`config.mk`:
```
export PLATFORM = sky130hd
export DESIGN_NAME = ucode_loader
export DESIGN_NICKNAME = d
export VERILOG_FILES = /design/src/rtl/ucode_loader.sv
export SDC_FILE = /design/constraint.sdc
export NUM_CORES = 1
export LEC_CHECK = 0
export BUFFER_PORTS_ARGS = -buffer_cell sky130_fd_sc_hd__buf_2
export CORE_UTILIZATION = 40
export DETAILED_ROUTE_END_ITERATION = 16
export GPL_TIMING_DRIVEN = 0
export PLACE_DENSITY_LB_ADDON = 0.08
export SLEW_MARGIN = 20
export SYNTH_ARGS = -nofsm -noshare
export SYNTH_HDL_FRONTEND = slang
export SYNTH_SLANG_ARGS = --single-unit
```
`constraint.sdc`:
```
create_clock -name i_clk -period 2.55 [get_ports i_clk]
set_input_delay 0.51 -clock i_clk [delete_from_list [all_inputs] [get_ports i_clk]]
set_output_delay 0.51 -clock i_clk [all_outputs]
set_load 0.01 [all_outputs]
```
`src/rtl/ucode_loader.sv`:
```
// ucode_loader: serial boot loader that parses framed bytes into uCode writes,
// answers each frame with ACK/NAK and starts the CPU on a RUN command.
module ucode_loader #(
    parameter int unsigned CLK_FREQ     = 48_000_000,
    parameter int unsigned DATA_SZ      = 16,
    parameter int unsigned ADDR_SZ      = 10,
    parameter int unsigned TIMEOUT_CLKS = CLK_FREQ / 100
) (
    input  logic               i_clk,
    input  logic               i_rst,
    input  logic               i_rx_wr,
    input  logic [7:0]         i_rx_data,
    input  logic               i_tx_busy,
    output logic               o_tx_wr,
    output logic [7:0]         o_tx_data,
    output logic               o_wr,
    output logic [ADDR_SZ-1:0] o_waddr,
    output logic [DATA_SZ-1:0] o_wdata,
    output logic               o_run
);

    localparam int unsigned TW = $clog2(TIMEOUT_CLKS + 1);

    localparam logic [7:0] SYNC_WRITE = 8'hA5;
    localparam logic [7:0] SYNC_RUN   = 8'h5A;
    localparam logic [7:0] BYTE_ACK   = 8'h06;
    localparam logic [7:0] BYTE_NAK   = 8'h15;

    localparam logic [2:0] S_IDLE    = 3'd0;
    localparam logic [2:0] S_ADDR_HI = 3'd1;
    localparam logic [2:0] S_ADDR_LO = 3'd2;
    localparam logic [2:0] S_COUNT   = 3'd3;
    localparam logic [2:0] S_DATA_HI = 3'd4;
    localparam logic [2:0] S_DATA_LO = 3'd5;
    localparam logic [2:0] S_CHKSUM  = 3'd6;
    localparam logic [2:0] S_REPLY   = 3'd7;

    logic [2:0]         state, state_n;
    logic [7:0]         addr_hi, addr_hi_n;
    logic [ADDR_SZ-1:0] addr, addr_n;
    logic [8:0]         count, count_n;
    logic [7:0]         data_hi, data_hi_n;
    logic [7:0]         sum, sum_n;
    logic               addr_err, addr_err_n;
    logic               reply_ack, reply_ack_n;
    logic               reply_run, reply_run_n;
    logic [TW-1:0]      tcnt, tcnt_n;

    logic               tx_wr_n;
    logic [7:0]         tx_data_n;
    logic               wr_n;
    logic [ADDR_SZ-1:0] waddr_n;
    logic [DATA_SZ-1:0] wdata_n;
    logic               run_n;

    logic [15:0]        addr16;
    logic [7:0]         sum_add;
    logic               in_frame;

    assign addr16   = {addr_hi, i_rx_data};
    assign sum_add  = sum + i_rx_data;
    assign in_frame = (state != S_IDLE) && (state != S_REPLY);

    // State and output registers
    always_ff @(posedge i_clk) begin
        if (i_rst) begin
            state     <= S_IDLE;
            addr_hi   <= '0;
            addr      <= '0;
            count     <= '0;
            data_hi   <= '0;
            sum       <= '0;
            addr_err  <= 1'b0;
            reply_ack <= 1'b0;
            reply_run <= 1'b0;
            tcnt      <= '0;
            o_tx_wr   <= 1'b0;
            o_tx_data <= '0;
            o_wr      <= 1'b0;
            o_waddr   <= '0;
            o_wdata   <= '0;
            o_run     <= 1'b0;
        end else begin
            state     <= state_n;
            addr_hi   <= addr_hi_n;
            addr      <= addr_n;
            count     <= count_n;
            data_hi   <= data_hi_n;
            sum       <= sum_n;
            addr_err  <= addr_err_n;
            reply_ack <= reply_ack_n;
            reply_run <= reply_run_n;
            tcnt      <= tcnt_n;
            o_tx_wr   <= tx_wr_n;
            o_tx_data <= tx_data_n;
            o_wr      <= wr_n;
            o_waddr   <= waddr_n;
            o_wdata   <= wdata_n;
            o_run     <= run_n;
        end
    end

    // Frame parser: next state, datapath updates and next output values
    always_comb begin
        state_n     = state;
        addr_hi_n   = addr_hi;
        addr_n      = addr;
        count_n     = count;
        data_hi_n   = data_hi;
        sum_n       = sum;
        addr_err_n  = addr_err;
        reply_ack_n = reply_ack;
        reply_run_n = reply_run;
        tcnt_n      = '0;
        tx_wr_n     = 1'b0;
        tx_data_n   = o_tx_data;
        wr_n        = 1'b0;
        waddr_n     = o_waddr;
        wdata_n     = o_wdata;
        run_n       = o_run;

        case (state)
            S_IDLE: begin
                // Once running, the loader is deaf until reset
                if (i_rx_wr && !o_run) begin
                    if (i_rx_data == SYNC_WRITE) begin
                        state_n    = S_ADDR_HI;
                        sum_n      = '0;
                        addr_err_n = 1'b0;
                    end else if (i_rx_data == SYNC_RUN) begin
                        state_n     = S_REPLY;
                        reply_ack_n = 1'b1;
                        reply_run_n = 1'b1;
                    end
                end
            end
            S_ADDR_HI: begin
                if (i_rx_wr) begin
                    addr_hi_n = i_rx_data;
                    sum_n     = sum_add;
                    state_n   = S_ADDR_LO;
                end
            end
            S_ADDR_LO: begin
                if (i_rx_wr) begin
                    addr_n     = addr16[ADDR_SZ-1:0];
                    addr_err_n = (addr16 >> ADDR_SZ) != 16'd0;
                    sum_n      = sum_add;
                    state_n    = S_COUNT;
                end
            end
            S_COUNT: begin
                if (i_rx_wr) begin
                    count_n = (i_rx_data == 8'd0) ? 9'd256 : {1'b0, i_rx_data};
                    sum_n   = sum_add;
                    state_n = S_DATA_HI;
                end
            end
            S_DATA_HI: begin
                if (i_rx_wr) begin
                    data_hi_n = i_rx_data;
                    sum_n     = sum_add;
                    state_n   = S_DATA_LO;
                end
            end
            S_DATA_LO: begin
                if (i_rx_wr) begin
                    // Out-of-range frames are consumed without touching memory
                    if (!addr_err) begin
                        wr_n    = 1'b1;
                        waddr_n = addr;
                        wdata_n = DATA_SZ'({data_hi, i_rx_data});
                    end
                    addr_n  = addr + ADDR_SZ'(1);
                    count_n = count - 9'd1;
                    sum_n   = sum_add;
                    state_n = (count == 9'd1) ? S_CHKSUM : S_DATA_HI;
                end
            end
            S_CHKSUM: begin
                if (i_rx_wr) begin
                    sum_n       = sum_add;
                    reply_ack_n = (sum_add == 8'd0) && !addr_err;
                    reply_run_n = 1'b0;
                    state_n     = S_REPLY;
                end
            end
            S_REPLY: begin
                if (!i_tx_busy) begin
                    tx_wr_n   = 1'b1;
                    tx_data_n = reply_ack ? BYTE_ACK : BYTE_NAK;
                    if (reply_run) begin
                        run_n = 1'b1;
                    end
                    state_n = S_IDLE;
                end
            end
            default: state_n = S_IDLE;
        endcase

        // Inter-byte silence inside a frame abandons it without a reply
        if (in_frame && !i_rx_wr) begin
            if (tcnt == TW'(TIMEOUT_CLKS - 1)) begin
                state_n = S_IDLE;
            end else begin
                tcnt_n = tcnt + TW'(1);
            end
        end
    end

endmodule

```
==> run_results.csv, run 1 <==
group,metric,value,unit
run_status,status,"complete, no violations",
route,drt_iter0_drc,222,
timing,totalNegativeSetupSlack,0,ns
clock_network,post_cts.repair.setup_buffers,0,
timing,tightestPinTransition,0.797,ns
clock_network,ctsLongestPathBuffers,2,
clock_network,worst_skew_pair_latency,0.35,ns
worst_setup_path,timing.critical_path.slowest_stage_cell,"sky130_fd_sc_hd__or4_1",
grt,grt_first_pass_wirelength,19700,µm
timing,worst_slew_margin_rel,46.5,%
cells_and_area,ant_cells,0,
synth,ys_async_sr_fraction,0,%
flow_run,cap_violations,0,
worst_setup_path,crit_path_cell_trace,"buf_2 > ha_1 > fa_1 > a21o_1 > a21oi_1 > xor2_1 > nand4_1 > or4_1 > o22ai_1",
synth,synthDominantCellAreaShare,43.5,%
grt,grt_max_degree,18,
worst_setup_path,end_kind,"flip-flop",
synth,synth_largest_area_cell,"sky130_fd_sc_hd__dfxtp_1",
floorplanning,placement_rows,38,
floorplanning,core-area,0.0110,mm²
synth,synthesis.area_per_instance,8.03,µm²
synth,synth_warnings,0,
timing,final_count_of_pins_violating_max_slew,0,
route,detail-route-antenna-nets,0,
cells_and_area,layout.filler_cells,1120,
floorplanning,boundaryPins,49,
power_and_ir_drop,cell_leakage_power,1.98,nW
worst_hold_path,hp-class,"flip-flop to flip-flop",
synth,synthFlopType,"sky130_fd_sc_hd__dfxtp_1",
route,detailedRoute.firstPassIterationCount,4,
route,avgViaCountPerCell,5.45,
worst_setup_path,crit_path_start_kind,"input pin",
synth,synth_enable_flop_cells,0,
route,detail_route.wirelength,12300,µm
timing,timing.final.hold_violations,0,
worst_setup_path,critical_path.max_fanout,8,
cells_and_area,finish.net_count,650,
place,gp_congestion,0.831,
power_and_ir_drop,power.ir.vdd_worst,0.000463,V
timing,timing.clock.skew,0.00522,ns
clock_network,cts_tree,"done",
synth,yosys-top-cells-area,"sky130_fd_sc_hd__dfxtp_1, sky130_fd_sc_hd__nand2_1, sky130_fd_sc_hd__a21oi_1",
timing,setup-violations-final,0,
clock_network,clkSinkCount,100,
worst_setup_path,worst_ep_required_time,2.83,ns
floorplanning,design.die.area,0.0119,mm²
grt,grt_pass1_vias,3802,
floorplanning,effective_utilization_at_floorplan,41.7,%
clock_network,clock_slew_at_the_register_clock_pins_of_the_worst_setup_and_hold_paths,0.07,ns
timing,achievable-frequency,0.407,GHz
cells_and_area,flow.area_growth_from_synthesis,15.5,%
place,io_buffers,41,
floorplanning,die_width,109,µm
floorplanning,chipHeight,109,µm
synth,most_frequent_cell_after_synthesis,"sky130_fd_sc_hd__dfxtp_1",
synth,synthesized_flop_and_latch_total,100,
synth,seq_area_frac_synth,43.5,%
timing,final.period_utilization,96.4,%
synth,synthesis.area,0.00460,mm²
timing,period_needed,2.46,ns
grt,grt-ovfl-total,0,
timing,unrepaired_setup_endpoints_after_global_routing,"true",
power_and_ir_drop,power.total,3.37,mW
grt,groute.usage.overall,22.1,%
place,half_perimeter_wire_length_of_the_detailed_placement_result,8580,µm
worst_setup_path,critical-path-max-stage-delay,0.49,ns
synth,post_synth_inst_count,573,
route,via_count,4204,
synth,synth.cells.most_frequent,"sky130_fd_sc_hd__dfxtp_1, sky130_fd_sc_hd__nand2_1, sky130_fd_sc_hd__nor2_1",
power_and_ir_drop,powerDensity,633,mW/mm²
cells_and_area,drive_gt1_share,10.9,%
worst_setup_path,critPathKind,"input pin to flip-flop",
grt,antenna_found_initial,0,
clock_network,cts_made_buffers,9,
clock_network,ctsHtreeMaxLevel,3,
route,wl_per_cell,15.9,µm
clock_network,ctsRootBufferMaster,"sky130_fd_sc_hd__clkbuf_16",
worst_setup_path,critPathArrivalTime,2.74,ns
route,post-route-drc-count,0,
synth,number_of_different_library_cells_in_the_post_synthesis_netlist,47,
-- per-stage QoR --
step	hold WS [ns]	instance area [µm²]	utilization, %	setup WS [ns]	instances
2_1_floorplan	0.413	4610	-	0.136	576
3_3_place_gp	0.428	4990	45.3	-0.240	757
3_5_place_dp	0.433	4990	45.3	-0.232	757
4_1_cts	0.444	5310	48.1	0.0357	773
5_1_grt	0.467	5310	48.2	-0.0215	771
6_report	0.444	5310	48.2	0.0915	771
-- kinds of logic (layout without fill, tap and decap cells) --
group,count (synthesis),in the layout,share of synthesized area (%)
AOI/OAI and AO/OA,126,126,16.2
other,1,4,0.0815
xor gates and xnor gates,25,25,4.76
muxes,17,17,3.70
DFF,100,100,43.5
and+or+nand+nor,244,244,24.0
adders and majority gates,12,12,3.43
buffers and inverters,48,103,4.35
-- report_power, final --
group | switching [mW] | total, mW | internal, mW
clock network | 0.624 | 1.42 | 0.796
registers | 0.0264 | 1.62 | 1.59
logic | 0.225 | 0.329 | 0.105
-- registers in the layout, summed over array words and instances (netlist names) --
name,cells
sum,8
addr_err,1
addr,10
o_waddr,10
tcnt,19
o_wdata,16
state,3
o_tx_data,3
reply_run,1
reply_ack,1
o_run,1
data_hi,8
addr_hi,8
o_wr,1
count,9
o_tx_wr,1
-- worst paths after layout --
check,start,endpoint,slack [ns],cells past startpoint
max,i_rx_data[0],reply_ack,0.09,9
min,tcnt[0],tcnt[0],0.44,1
max reg2reg,sum[0],reply_ack,0.18,8
min reg2reg,tcnt[0],tcnt[0],0.44,1
-- layout make-up --
class	instances	area (µm²)	share of cell area [%]
Clock buffer	10	239	4.50
Tap cell	140	175	3.30
Inverter	8	30.0	0.565
Buffer	38	165	3.11
Sequential cell	100	2000	37.7
Timing Repair Buffer	41	205	3.86
Multi-Input combinational cell	428	2420	45.6
Clock inverter	6	72.6	1.37
-- critical path, delay by kind of cell --
kind	cells	cell delay [ns]
AO/OA/AOI/OAI	3	0.46
buffers and inverters	1	0.19
adder cells (fa/ha/maj)	2	0.71
AND/OR/NAND/NOR	2	0.62
XOR/XNOR	1	0.23
-- layout by cell type, fill, tap and decap left out, types with 5 or more instances in the layout --
cell type,synthesis,layout
sky130_fd_sc_hd__xnor2_1,12,12
sky130_fd_sc_hd__a211oi_1,6,6
sky130_fd_sc_hd__dfxtp_1,100,100
sky130_fd_sc_hd__nor3_1,12,11
sky130_fd_sc_hd__mux2i_1,17,17
sky130_fd_sc_hd__clkbuf_16,0,9
sky130_fd_sc_hd__ha_1,11,11
sky130_fd_sc_hd__inv_1,8,8
sky130_fd_sc_hd__nor2_1,77,77
sky130_fd_sc_hd__nand3_1,10,10
sky130_fd_sc_hd__clkbuf_1,32,28
sky130_fd_sc_hd__buf_4,5,5
sky130_fd_sc_hd__xor2_1,13,13
sky130_fd_sc_hd__o21ai_0,25,25
sky130_fd_sc_hd__nand2_1,93,93
sky130_fd_sc_hd__buf_2,1,42
sky130_fd_sc_hd__a22oi_1,10,10
sky130_fd_sc_hd__and3_1,13,13
sky130_fd_sc_hd__nand4_1,10,10
sky130_fd_sc_hd__a21oi_1,58,57
-- routing by layer --
layer / share of wire [%] / GRT usage, % / vias up / wire (µm)
li1: - / - / 2096 / -
met1: 49 / 29.8 / 1997 / 5990
met2: 44 / 34.5 / 95 / 5440
met3: 4.9 / 5.44 / 16 / 598
met4: 1.9 / 6.95 / 0 / 229
met5: 0 / 0 / - / 0
-- what timing repair did --
action	in CTS	in global routing
gates resized for setup	1	6
hold buffers	0	0
setup endpoints to repair	10	28
Note: power is estimated with default switching activity, not from simulation.
==> run 2: changes to the inputs <==
Settings changed: GPL_ROUTABILITY_DRIVEN from default to 0.
Clock period 2.55 ns to 3.18 ns, I/O delays scaled along.
==> run 2 against run 1 <==
Worst setup slack gained 0.45 ns; first-iteration DRC count shrank 3.2%; global-route usage is essentially flat; critical path depth fell by 2; final cell count increased by 0.26%; design area shrank 0.19%; via count grew 0.57%; register-to-register slack better by 0.36 ns; die area stayed put; clock skew is essentially flat; largest power group unchanged.
==> run_results.csv, run 2 (synthesis results as in run 1) <==
group,metric,value,unit
run_status,status,"complete, no violations",
floorplanning,effective_utilization_at_floorplan,41.7,%
floorplanning,core-area,0.0110,mm²
route,post-route-drc-count,0,
power_and_ir_drop,power.ir.vdd_worst,0.000370,V
cells_and_area,multiInputGateArea,0.00241,mm²
route,detail-route-antenna-nets,0,
floorplanning,die_width,109,µm
worst_setup_path,rr_worst_depth,7,
floorplanning,chipHeight,109,µm
clock_network,ctsHoldBuffers,0,
cells_and_area,finish.net_count,652,
floorplanning,design.die.area,0.0119,mm²
worst_setup_path,critPathKind,"flip-flop to flip-flop",
clock_network,clock_slew_at_the_register_clock_pins_of_the_worst_setup_and_hold_paths,0.07,ns
cells_and_area,ff_latch_area,0.00200,mm²
worst_setup_path,crit_path_start_kind,"flip-flop",
timing,period_needed,2.64,ns
worst_hold_path,hold_path_cell_cnt,1,
timing,unrepaired_setup_endpoints_after_global_routing,"false",
cells_and_area,largest_reg_flops,19,
clock_network,ctsRootBufferMaster,"sky130_fd_sc_hd__clkbuf_16",
floorplanning,boundaryPins,49,
worst_setup_path,critPathArrivalTime,2.92,ns
clock_network,worst_skew_pair_latency,0.35,ns
clock_network,ctsHtreeMaxLevel,3,
worst_setup_path,end_kind,"flip-flop",
clock_network,ctsLongestPathBuffers,2,
power_and_ir_drop,powerDensity,509,mW/mm²
cells_and_area,layout.filler_cells,1123,
cells_and_area,commonest_non_fill_non_tap_cells_in_the_layout,"sky130_fd_sc_hd__dfxtp_1, sky130_fd_sc_hd__nand2_1, sky130_fd_sc_hd__nor2_1, sky130_fd_sc_hd__a21oi_1, sky130_fd_sc_hd__buf_2",
grt,antenna_found_initial,0,
worst_hold_path,hp-class,"flip-flop to flip-flop",
route,via_count,4228,
clock_network,post_cts_resize_count,0,
timing,final_count_of_pins_violating_max_slew,0,
clock_network,cts_tree,"done",
grt,grt_first_pass_wirelength,19700,µm
route,avgViaCountPerCell,5.47,
clock_network,clkSinkCount,100,
cells_and_area,drive_gt1_share,10.3,%
flow_run,cap_violations,0,
timing,worst_slew_margin_rel,40.0,%
power_and_ir_drop,cell_leakage_power,1.98,nW
route,detailedRoute.firstPassIterationCount,5,
clock_network,post_cts.repair.setup_buffers,0,
worst_setup_path,critical_path.max_fanout,10,
timing,timing.final.hold_violations,0,
place,half_perimeter_wire_length_of_the_detailed_placement_result,8580,µm
route,wl_per_cell,15.9,µm
timing,setup-violations-final,0,
floorplanning,placement_rows,38,
grt,grt_pass1_vias,3792,
timing,tightestPinTransition,0.893,ns
timing,timing.clock.skew,0.00543,ns
grt,grt-ovfl-total,0,
cells_and_area,reg.largest.list,"tcnt: 19 flops, o_wdata: 16 flops",
timing,final.period_utilization,83.0,%
grt,groute.usage.overall,22.1,%
place,post-place-cells,757,
grt,grt_max_degree,18,
route,detail_route.wirelength,12300,µm
route,drt_iter0_drc,215,
timing,achievable-frequency,0.379,GHz
cells_and_area,flow.area_growth_from_synthesis,15.3,%
cells_and_area,top_register_by_number_of_flip_flops,"tcnt",
place,io_buffers,41,
cells_and_area,mostFrequentLayoutCell,"sky130_fd_sc_hd__dfxtp_1",
worst_setup_path,worst_ep_required_time,3.46,ns
timing,totalNegativeSetupSlack,0,ns
cells_and_area,stdcell_count,773,
cells_and_area,ant_cells,0,
clock_network,cts_made_buffers,9,
-- run 2: cell count changes in the layout (fill, tap and decap cells not counted), sizes merged --
cell,previous run,this run
clkbuf,40,42
-- run 2: critical path, stage by stage (launching register included) --
cell                       delay (ns)
sky130_fd_sc_hd__dfxtp_1         0.31
sky130_fd_sc_hd__clkbuf_1        0.29
sky130_fd_sc_hd__nor2b_1         0.24
sky130_fd_sc_hd__nand2_1         0.23
sky130_fd_sc_hd__nor3_1          0.75
sky130_fd_sc_hd__clkbuf_1        0.47
sky130_fd_sc_hd__nand2_1         0.14
sky130_fd_sc_hd__a21oi_1         0.13
-- run 2: metal layers --
layer / vias to the layer above / share of wire, % / global-route usage [%] / wire length [µm]
met5: - / 0 / 0 / 0
met4: 0 / 1.6 / 6.95 / 194
met3: 14 / 6.5 / 5.44 / 795
met2: 132 / 44 / 34.5 / 5450
met1: 1981 / 48 / 29.8 / 5870
li1: 2101 / - / - / -
-- run 2: path summary, 6_finish.rpt --
| path | start | end | slack, ns |
|---|---|---|---|
| worst max register to register | state[0] | o_wdata[8] | 0.54 |
| worst max-delay path | state[0] | o_wdata[8] | 0.54 |
| worst min register to register | tcnt[0] | tcnt[0] | 0.44 |
| worst min-delay path | tcnt[0] | tcnt[0] | 0.44 |
-- run 2: metrics by stage --
stage	power (mW)	cell area, µm²	utilization (%)	setup slack, ns	hold slack [ns]
2_1_floorplan	1.50	4610	-	0.640	0.413
3_3_place_gp	1.58	4990	45.3	0.264	0.428
3_5_place_dp	1.59	4990	45.3	0.272	0.433
4_1_cts	2.72	5300	48.1	0.511	0.444
5_1_grt	2.81	5300	48.1	0.252	0.467
6_report	2.70	5300	48.1	0.541	0.445
-- run 2: where the power goes --
group / switching (mW) / leakage (nW) / internal, mW / total [mW]
Combinational: 0.185 / 1.02 / 0.0845 / 0.269
Sequential: 0.0169 / 0.805 / 1.28 / 1.29
Clock: 0.500 / 0.149 / 0.638 / 1.14
-- run 2: area by class of cell --
cell class | count | share of cell area (%)
plain buffers | 40 | 3.21
clock buffers | 10 | 4.51
clock inverters | 6 | 1.37
inverters | 8 | 0.566
multi-input cells | 428 | 45.4
flip-flops and latches | 100 | 37.7
well taps | 140 | 3.30
repair buffers | 41 | 3.87
==> run 3: changes to the inputs <==
Settings changed: ABC_AREA from default to 1.
Clock period 3.18 ns to 2.6 ns, I/O delays scaled along.
==> run 3 against run 2 <==
Die area increased by 5.8%; global-route usage decreased by 0.54 points; combinational power decreased by 52%; critical endpoint is now reply_ack; largest cell class unchanged.
==> run_results.csv, run 3 <==
group,metric,value,unit
worst_setup_path,r2r_end,"reply_ack",
grt,grt_pass1_vias,4284,
worst_hold_path,hp-class,"flip-flop to flip-flop",
timing,hold_slack,0.455,ns
worst_hold_path,hold_end,"o_wdata[9]",
synth,number_of_different_library_cells_in_the_post_synthesis_netlist,44,
grt,antenna_found_initial,0,
cells_and_area,ant_cells,0,
worst_setup_path,critPathKind,"input pin to flip-flop",
timing,achievable-frequency,0.501,GHz
cells_and_area,layout.filler_cells,1143,
worst_setup_path,cpMostUsedCell,"sky130_fd_sc_hd__nand3_1",
worst_hold_path,worst_hold_launch,"data_hi[1]",
synth,fraction_of_the_mapped_netlist_area_in_compound_gates,19.6,%
worst_setup_path,timing.critical_path.slowest_stage_cell,"sky130_fd_sc_hd__fa_1",
cells_and_area,top_register_by_number_of_flip_flops,"tcnt",
timing,worst_slew_margin_rel,54.3,%
route,post-route-drc-count,0,
cells_and_area,drive_gt1_share,15.2,%
synth,seq_area_frac_synth,41.1,%
synth,yosys-top-cells-area,"sky130_fd_sc_hd__dfxtp_1, sky130_fd_sc_hd__nand2_1, sky130_fd_sc_hd__o21ai_0",
synth,synthesis.area_per_instance,7.32,µm²
synth,post_synth_inst_count,666,
route,topRoutingLayerUsed,"met4",
synth,synth_warnings,0,
synth,synth.cells.most_frequent,"sky130_fd_sc_hd__nand2_1, sky130_fd_sc_hd__dfxtp_1, sky130_fd_sc_hd__nor2_1, sky130_fd_sc_hd__o21ai_0, sky130_fd_sc_hd__inv_1",
synth,synth_fa_ha_area_share,3.24,%
timing,timing.clock.skew,0.00798,ns
power_and_ir_drop,powerDensity,552,mW/mm²
place,io_buffers,42,
floorplanning,effective_utilization_at_floorplan,41.8,%
worst_setup_path,critPathArrivalTime,2.28,ns
clock_network,post_cts_resize_count,0,
cells_and_area,commonest_non_fill_non_tap_cells_in_the_layout,"sky130_fd_sc_hd__nand2_1, sky130_fd_sc_hd__dfxtp_1, sky130_fd_sc_hd__nor2_1, sky130_fd_sc_hd__o21ai_0, sky130_fd_sc_hd__inv_1",
worst_setup_path,crit_path_start_kind,"input pin",
timing,final.period_utilization,76.8,%
route,wl_per_cell,14.4,µm
worst_setup_path,rr_worst_depth,8,
synth,ys_async_sr_fraction,0,%
synth,synth_top_family_by_area,"simple AND/OR/NAND/NOR gates",
grt,grt_max_degree,16,
worst_setup_path,critical-path-max-stage-delay,0.45,ns
cells_and_area,finish.net_count,746,
route,drt_iter0_drc,265,
grt,groute.usage.overall,21.5,%
timing,period_needed,2.00,ns
route,detailedRoute.firstPassIterationCount,5,
route,routedLengthMet1,6120,µm
timing,tightestPinTransition,0.686,ns
floorplanning,boundaryPins,49,
cells_and_area,flow.area_growth_from_synthesis,14.6,%
route,avgViaCountPerCell,5.19,
timing,unrepaired_setup_endpoints_after_global_routing,"false",
clock_network,clkSinkCount,100,
grt,grt-ovfl-total,0,
power_and_ir_drop,cell_leakage_power,2.44,nW
synth,muxShareOfSynthArea,0,%
route,routed_wire_length_on_met2,5730,µm
synth,most_frequent_cell_after_synthesis,"sky130_fd_sc_hd__nand2_1",
synth,post_synth_xor_area_fraction,2.52,%
run_status,status,"complete, no violations",
clock_network,worst_skew_pair_latency,0.36,ns
clock_network,ctsLongestPathBuffers,2,
synth,synth_enable_flop_cells,0,
timing,setup-violations-final,0,
synth,synthesis.area,0.00487,mm²
worst_setup_path,end_kind,"flip-flop",
floorplanning,placement_rows,39,
route,detail_route.wirelength,12500,µm
floorplanning,chipHeight,112,µm
worst_setup_path,crit_path_cell_trace,"buf_2 > ha_1 > fa_1 > or2_2 > nor3_1 > nand3_1 > nor2_1 > nand3_1 > a21oi_1",
floorplanning,die_width,112,µm
worst_setup_path,critical_path.max_fanout,5,
clock_network,ctsHtreeMaxLevel,3,
clock_network,ctsRootBufferMaster,"sky130_fd_sc_hd__clkbuf_16",
worst_setup_path,r2r-start,"sum[0]",
clock_network,clock_slew_at_the_register_clock_pins_of_the_worst_setup_and_hold_paths,0.06,ns
place,half_perimeter_wire_length_of_the_detailed_placement_result,9150,µm
synth,synth_largest_area_cell,"sky130_fd_sc_hd__dfxtp_1",
grt,grt_first_pass_wirelength,21200,µm
clock_network,post_cts.repair.setup_buffers,0,
route,wl_met3,528,µm
power_and_ir_drop,power.ir.vdd_worst,0.000382,V
floorplanning,core-area,0.0117,mm²
synth,synthDominantCellAreaShare,41.1,%
worst_hold_path,hold_path_cell_cnt,2,
clock_network,cts_made_buffers,9,
timing,timing.final.hold_violations,0,
floorplanning,design.die.area,0.0126,mm²
cells_and_area,mostFrequentLayoutCell,"sky130_fd_sc_hd__nand2_1",
clock_network,ctsHoldBuffers,0,
synth,post_synth_and_or_nand_nor_area_fraction,24.6,%
route,via_count,4511,
clock_network,cts_tree,"done",
flow_run,cap_violations,0,
cells_and_area,largest_reg_flops,19,
timing,final_count_of_pins_violating_max_slew,0,
route,detail-route-antenna-nets,0,
timing,totalNegativeSetupSlack,0,ns
synth,synthFlopType,"sky130_fd_sc_hd__dfxtp_1",
cells_and_area,reg.largest.list,"tcnt: 19 flops, o_wdata: 16 flops",
worst_setup_path,worst_ep_required_time,2.88,ns
worst_setup_path,reg2reg_setup_slack,0.65,ns
synth,synthesized_flop_and_latch_total,100,
[run 3: logic make-up (layout without fill, tap and decap cells)]
family	after synthesis	count (layout)
AND/OR/NAND/NOR	266	266
AO/OA/AOI/OAI	175	175
flip-flops	100	100
buffers and inverters	98	155
XOR/XNOR	14	14
adder cells (fa/ha/maj)	12	12
other	1	4
[run 3: metrics by stage]
step	total power [mW]	cells	worst slack (ns)	instance area [µm²]	utilization [%]
5_1_grt	3.20	869	0.501	5580	47.9
6_report	3.08	869	0.602	5580	47.9
4_1_cts	3.12	869	0.615	5580	47.9
3_5_place_dp	1.70	854	0.241	5270	45.2
3_3_place_gp	1.70	854	0.241	5270	45.2
2_1_floorplan	1.65	669	0.625	4880	-
[run 3: how the worst max path moves through the flow]
| stage | endpoint | cells after the start | start | slack [ns] |
|---|---|---|---|---|
| after global placement | reply_ack | 9 | i_rx_data[0] | 0.24 |
| after detailed placement | reply_ack | 9 | i_rx_data[0] | 0.24 |
| after floorplan | reply_ack | 8 | i_rx_data[0] | 0.62 |
| final | reply_ack | 9 | i_rx_data[0] | 0.60 |
| after global routing | reply_ack | 9 | i_rx_data[0] | 0.50 |
| after CTS | reply_ack | 9 | i_rx_data[0] | 0.62 |
[run 3: cell type report]
class	count	area [µm²]	area share, %
timing repair buffer	42	210	3.77
multi-input combinational	471	2450	43.9
tap	143	179	3.20
inverter	72	273	4.89
clock inverter	3	43.8	0.784
sequential	100	2000	35.9
buffer	26	158	2.82
clock buffer	12	267	4.77
[run 3: routing by layer]
| layer | global-route usage [%] | vias to the layer above |
|---|---|---|
| met3 | 5.02 | 8 |
| met2 | 34.5 | 112 |
| li1 | - | 2306 |
| met5 | 0 | - |
| met4 | 6.67 | 0 |
| met1 | 28.7 | 2085 |
[run 3: worst max-delay path, delay by kind of cell]
kind | cells | cell delay (ns)
AND/OR/NAND/NOR | 5 | 0.79
adder cells (fa/ha/maj) | 2 | 0.69
AO/OA/AOI/OAI | 1 | 0.12
buffers and inverters | 1 | 0.16
[run 3: report_power, final]
group          internal (mW)  total (mW)  switching, mW
Combinational         0.0369       0.129         0.0919
Sequential              1.53        1.53        0.00176
Clock                  0.822        1.42          0.598
